### src/rtl/instr_fetch.sv
// instr_fetch: bytecode fetch unit for a stack-machine core.
//   Reads an opcode from synchronous program memory (1-cycle read latency),
//   presents it to the external opcode decoder, and fetches the 0/1/2
//   argument bytes that the decoder's argc asks for. The complete
//   instruction is then held until execute acks it. Branch targets follow
//   the JVM rule: opcode address + signed 16-bit {arg0,arg1}.
// Ports:
//   clk, rst                  clock, synchronous active-high reset
//   start, start_pc           begin fetching at start_pc (honoured in IDLE only)
//   pmem_addr, pmem_rdata     program memory address (= pc) / data from last cycle
//   argc                      decoder argument count for the current opcode
//   opcode, arg0, arg1        latched instruction bytes
//   instr_pc                  address of the latched opcode
//   instr_valid               instruction complete and stable
//   instr_ack                 execute accepts the instruction
//   branch_taken, halt        qualify instr_ack (halt has priority)
//   busy                      high in every state except IDLE
module instr_fetch #(
  parameter int ADDR_W = 16
) (
  input  logic              clk,
  input  logic              rst,
  input  logic              start,
  input  logic [ADDR_W-1:0] start_pc,
  output logic [ADDR_W-1:0] pmem_addr,
  input  logic [7:0]        pmem_rdata,
  input  logic [1:0]        argc,
  output logic [7:0]        opcode,
  output logic [7:0]        arg0,
  output logic [7:0]        arg1,
  output logic [ADDR_W-1:0] instr_pc,
  output logic              instr_valid,
  input  logic              instr_ack,
  input  logic              branch_taken,
  input  logic              halt,
  output logic              busy
);

  typedef enum logic [2:0] {
    IDLE, OP_RD, OP_LAT, DEC, A1_LAT, A2_RD, A2_LAT, VALID
  } state_e;

  state_e            state_q, state_d;
  logic [ADDR_W-1:0] pc_q, pc_d;
  logic [ADDR_W-1:0] ipc_q, ipc_d;
  logic [7:0]        op_q, op_d;
  logic [7:0]        a0_q, a0_d;
  logic [7:0]        a1_q, a1_d;
  logic              vld_q, vld_d;
  logic [ADDR_W-1:0] br_tgt;
  logic signed [15:0] br_off;

  // Signed size cast sign-extends (or truncates) the 16-bit offset to ADDR_W,
  // so the add wraps modulo 2^ADDR_W for any address width.
  assign br_off = $signed({a0_q, a1_q});
  assign br_tgt = ipc_q + ADDR_W'(br_off);

  always_comb begin
    state_d = state_q;
    pc_d    = pc_q;
    ipc_d   = ipc_q;
    op_d    = op_q;
    a0_d    = a0_q;
    a1_d    = a1_q;
    vld_d   = 1'b0;
    case (state_q)
      IDLE: begin
        if (start) begin
          pc_d    = start_pc;
          state_d = OP_RD;
        end
      end
      OP_RD:  state_d = OP_LAT;
      OP_LAT: begin
        op_d    = pmem_rdata;
        ipc_d   = pc_q;
        a0_d    = 8'h00;
        a1_d    = 8'h00;
        pc_d    = pc_q + ADDR_W'(1);
        state_d = DEC;
      end
      DEC: begin
        // pc already points at the first arg byte, so its read is in flight now
        if (argc == 2'd0) begin
          state_d = VALID;
          vld_d   = 1'b1;
        end else begin
          state_d = A1_LAT;
        end
      end
      A1_LAT: begin
        a0_d = pmem_rdata;
        pc_d = pc_q + ADDR_W'(1);
        if (argc == 2'd1) begin
          state_d = VALID;
          vld_d   = 1'b1;
        end else begin
          state_d = A2_RD;   // argc 2 and 3 both fetch two bytes
        end
      end
      A2_RD:  state_d = A2_LAT;
      A2_LAT: begin
        a1_d    = pmem_rdata;
        pc_d    = pc_q + ADDR_W'(1);
        state_d = VALID;
        vld_d   = 1'b1;
      end
      VALID: begin
        vld_d = 1'b1;
        if (instr_ack) begin
          vld_d = 1'b0;
          if (halt) begin
            state_d = IDLE;
          end else if (branch_taken) begin
            pc_d    = br_tgt;
            state_d = OP_RD;
          end else begin
            state_d = OP_RD;
          end
        end
      end
      default: state_d = IDLE;
    endcase
  end

  always_ff @(posedge clk) begin
    if (rst) begin
      state_q <= IDLE;
      pc_q    <= '0;
      ipc_q   <= '0;
      op_q    <= 8'h00;
      a0_q    <= 8'h00;
      a1_q    <= 8'h00;
      vld_q   <= 1'b0;
    end else begin
      state_q <= state_d;
      pc_q    <= pc_d;
      ipc_q   <= ipc_d;
      op_q    <= op_d;
      a0_q    <= a0_d;
      a1_q    <= a1_d;
      vld_q   <= vld_d;
    end
  end

  assign pmem_addr   = pc_q;
  assign opcode      = op_q;
  assign arg0        = a0_q;
  assign arg1        = a1_q;
  assign instr_pc    = ipc_q;
  assign instr_valid = vld_q;
  assign busy        = (state_q != IDLE);

endmodule

### config.mk
export PLATFORM = sky130hd
export DESIGN_NAME = instr_fetch
export DESIGN_NICKNAME = d
export VERILOG_FILES = /design/src/rtl/instr_fetch.sv
export SDC_FILE = /design/constraint.sdc
export NUM_CORES = 1
export LEC_CHECK = 0
export CAP_MARGIN = 20
export CORE_MARGIN = 2
export CORE_UTILIZATION = 45
export CTS_BUF_LIST = sky130_fd_sc_hd__clkbuf_4 sky130_fd_sc_hd__clkbuf_8 sky130_fd_sc_hd__clkbuf_16
export CTS_CLUSTER_SIZE = 30
export DETAILED_ROUTE_END_ITERATION = 10
export PLACE_DENSITY = 0.88
export SYNTH_ARGS = -nofsm -noshare
export SYNTH_HDL_FRONTEND = slang
export SYNTH_SLANG_ARGS = --single-unit
### constraint.sdc
create_clock -name clk -period 2.2 [get_ports clk]
set_input_delay 0.22 -clock clk [delete_from_list [all_inputs] [get_ports clk]]
set_output_delay 0.22 -clock clk [all_outputs]
set_load 0.05 [all_outputs]
== Word-level counts from Yosys, hierarchy flattened ==
Index checks and enable logic that the tools add are counted.
Widths: inputs -> output; s select.
Operators by class
  $add $sub $neg: 2
  eq/ne operators: 12
  muxes and demuxes: 17
  reduce and logical (&&, ||, !) cells: 9
Operators with widths (count)
  $mux 16: 4
  $pmux 16 s3: 1
  $pmux 8 s2: 2
  $pmux 3 s8: 1
  $add 16x1->16 const B: 1
  $add 16x16->16: 1
  $eq 3x3->1 const B: 4
  $ne 2x2->1 const B: 4
  $eq 3x2->1 const B: 2
  $mux 3: 2
  $reduce_bool 3->1: 2
  $reduce_and 5->1: 1
  $mux 1: 4
  $mux 2: 2
  $pmux 1 s4: 1
  $reduce_bool 2->1: 2
  $eq 3x1->1 const B: 1
  $logic_not 3->1: 1
  $reduce_or 3->1: 1
  $eq 2x1->1 const B: 1
  $logic_not 2->1: 1
  $reduce_and 2->1: 1
Storage, ports and cells
  register bits after elaboration: 60
  input bits: 32
  output and inout port bits: 58
  logic and storage cells: 47

== Depth between registers and ports, before layout ==
  word-level depth: 5
  depth in mapped cells: 9
  gate-level depth less buffers: 9

== Least setup slack after synthesis ==
OpenSTA, ideal clock, no wires.
  path type: flip-flop to flip-flop
  start: register ipc_q[0], in the netlist instr_pc[0]
  end: register pc_q[8], in the netlist pmem_addr[8]
  setup time: 132 ps
  arrival: 2399 ps
  required time: 2068 ps
  slack: -332 ps
  cell stages (with the launch flop): 10
  buffers on the path: 0
  clock period less this slack: 2532 ps
  path through: dfxtp_1 > ha_1 > inv_1 > fa_1 > nand2b_1 > a21oi_1 > a41oi_2 > xnor2_1 > a221oi_1 > nor3_1
Between the ends
  cells in the longest elaborated chain, start to end: 5
Ends and longest elaborated chain
  start, declared: line 45  | logic [ADDR_W-1:0] ipc_q, ipc_d;
  start signal, assigned: line 138  | ipc_q <= ipc_d;
  $add 16x16->16: line 56  | assign br_tgt = ipc_q + ADDR_W'(br_off);
  $mux 16: line 114  | end else if (branch_taken) begin
  $mux 16: line 112  | if (halt) begin
  $mux 16: line 110  | if (instr_ack) begin
  $pmux 16 s3: line 66  | case (state_q)
  end signal, assigned: line 137  | pc_q <= pc_d;
  end, declared: line 44  | logic [ADDR_W-1:0] pc_q, pc_d;
Every way passes these cells. The select of a mux whose other input is x is not followed.
A chain may end at the register's enable or synchronous reset.

== Worst setup path after layout ==
  start: register a1_q[0], in the netlist arg1[0]
  end: register pc_q[12], in the netlist pmem_addr[12]
Between the ends
  cells in the longest elaborated chain, start to end: 5
Ends and longest elaborated chain
  start, declared: line 48  | logic [7:0] a1_q, a1_d;
  start signal, assigned: line 133  | a1_q <= 8'h00;
  start signal, assigned: line 141  | a1_q <= a1_d;
  $add 16x16->16: line 56
  $mux 16: line 114
  $mux 16: line 112
  $mux 16: line 110
  $pmux 16 s3: line 66
Every way passes these cells. The select of a mux whose other input is x is not followed.

==> flow_summary.yaml <==
cts:
  cts_max_path_buffers: 2
  cts.sinks: 60
  h-tree-depth: 3
  cts_hold_buf: 0
  clk_latency_ns: 0.35
  root_buffer: "clkbuf_8"
  cts_tree: "done"
  clkTransAtPathRegs_ns: 0.07
  numCtsBuffers: 9
setup_path:
  crit_path_end_kind: "flop"
  timing.reg2reg.setup_slack_ns: 0.005
  required_ns: 2.45
  worstReg2RegStart: "arg1[0]"
  timing.rr.end: "pmem_addr[12]"
  path_max_fanout: 4
  criticalPathCategory: "reg -> reg"
  arrival_ns: 2.44
  worstSetupStartpointType: "flop"
  reg2reg_depth: 9
synthesis:
  synth_area_um2: 3600
  synth_ff_type: "dfxtp_1"
  synth_top_area_share: 0.333
  async_reset_ff_frac: 0
  synthTopCellsByArea: "dfxtp_1, nand2_1, a21oi_1"
  syn_area_per_cell_um2: 7.63
  synth_fp_nets: 521
  yosysWarnings: 0
  yosys_register_bits: 60
  yosysTopAreaCell: "dfxtp_1"
  synth_edf_count: 0
  synth-seq-area-share: 0.333
  yosysUniqueCellTypes: 57
  synthCells: 472
detailed_routing:
  antenna_left: 0
  dr.max_layer_used: "met4"
  viasPerCell: 6.09
  avgRoutedWirePerCell_um: 18.2
  first_iter_violations: 321
  drt_first_pass_iters: 8
  wl_met2_um: 5910
  wl_met3_um: 1190
  drc: 0
  wl_met1_um: 4820
  totalWireLength_um: 12400
  vias: 4130
timing:
  fin_hold_ws_ns: 0.261
  slew_headroom: 0.636
  hold_viol: 0
  rsz0062_at_grt: "true"
  worstMarginPinSlew_ns: 0.546
  finalCritPeriodShare: 0.998
  final.setup.tns_ns: 0
  setup_violations: 0
  report.final.slew_viol_count: 0
  finClkSkew_ns: 0.00806
  fmax_mhz: 456
  min_period_ns: 2.19
hold_path:
  min_path_type: "in -> reg"
  whs_endpoint: "pmem_addr[9]"
  holdCritStartpoint: "rst"
  hold_depth: 2
layout:
  syn_to_final_growth_pct: 39.2
  post-route-util: 0.649
  antenna_cells: 0
  instances_no_fill: 678
  drive_above_1_share: 0.158
  finalNetCount: 620
  final_cell_mix: "nand2_1, clkdlybuf4s50_1, a21oi_1"
global_routing:
  grt_pass1_vias: 3985
  overflow: 0
  track_usage: 0.280
  antenna_found_initial: 0
  grt_max_degree: 27
  grt_first_pass_wirelength_um: 19300
power:
  p_leak_nw: 1.83
  power.density_nw_per_um2: 688
  vdd_drop_max_uv: 410
  p_total_mw: 3.45
flow_run:
  max_cap_violations: 0
placed_design:
  globalplace.congestion: 0.946
  dp.cells: 659
  dpl.hpwl_um: 8770
  portBuffers: 89
floorplanning:
  die_w_um: 93.5
  core_um2: 7730
  start_util: 0.466
  ioPinCount: 90
  num_rows: 32
  fp.dieH_um: 93.5
  dieArea_um2: 8740
outcome:
  status: "completed"
## worst max path at each step
stage | slack (ns) | endpoint | from
2_1_floorplan | 0.007 | pmem_addr[8] | instr_pc[0]
3_3_place_gp | 0.06 | pmem_addr[12] | arg1[0]
3_5_place_dp | 0.02 | pmem_addr[8] | arg1[0]
4_1_cts | -0.001 | pmem_addr[8] | arg1[0]
5_1_grt | -0.06 | pmem_addr[12] | arg1[0]
6_report | 0.005 | pmem_addr[12] | arg1[0]
## per-layer routing
metal	GRT usage	up-vias
met2	0.452	240
met1	0.349	1933
met5	0	-
li1	-	1902
met4	0.137	0
met3	0.0677	55
## sequential cells by signal, indices dropped and copies added (netlist names)
name	flops
pmem_addr	16
opcode	8
arg1	8
instr_valid	1
state_q	3
arg0	8
instr_pc	16
## final cells by class
cell class,count,area [µm²]
sequential,60,1230
tap,102,128
timing repair buffer,118,1110
clock buffer,11,139
clock inverter,5,100
multi-input combinational,375,2280
inverter,7,26.3
fill,619,2710
## critical path, stage by stage, from the launching register on
cell      delay, ns
dfxtp_4        0.36
ha_4           0.17
inv_2          0.06
fa_2           0.20
nand2b_4       0.12
a21oi_2        0.07
a41oi_2        0.34
o21ai_2        0.09
or4b_1         0.49
and3_1         0.17
## what timing repair did
item | CTS | global route
buffers inserted | 0 | 3
setup endpoints to repair | 1 | 8
pin swaps | 0 | 11
resized for setup | 0 | 13
## synth_stat cells, drive strengths merged, types with 2 or more instances
master and count:
o211ai 3, a31oi 7, buf 20, nand3 17
inv 7, a221oi 3, or3 2, nand4 5
and4 3, and3 5, a21oi 62, a21boi 3
a211oi 3, nor3b 3, nand2 87, a21o 4
ha 16, xor2 4, or3b 2, a22o 10
o21a 2, a22oi 15, o22ai 2, o21ai 25
o31ai 5, nor3 9, xnor2 12, and2 3
dfxtp 60, nand2b 3, clkbuf 10, nor2 39
o21bai 4, or2 2, mux2i 3
## stage by stage
step | setup WS, ns | cell area (µm²)
2_1_floorplan | 0.00742 | 3630
3_3_place_gp | 0.0622 | 4700
3_5_place_dp | 0.0182 | 4700
4_1_cts | -0.00103 | 4940
5_1_grt | -0.0630 | 5020
6_report | 0.00545 | 5020
## logic make-up after synthesis
logic type / after synthesis / synth area share
adders and majority gates: 17 / 0.0611
muxes: 3 / 0.00834
and+or+nand+nor: 185 / 0.234
buffers and inverters: 37 / 0.0486
DFF: 60 / 0.333
xor gates and xnor gates: 16 / 0.0389
AOI/OAI and AO/OA: 154 / 0.275
## power breakdown
part / leakage [nW] / switching (mW) / total (mW) / internal, mW
combinational: 1.21 / 0.599 / 0.968 / 0.369
clock: 0.124 / 0.460 / 1.23 / 0.774
sequential: 0.497 / 0.0979 / 1.25 / 1.15
total: 1.83 / 1.16 / 3.45 / 2.29
No activity file was read; power rests on OpenSTA's default activity.
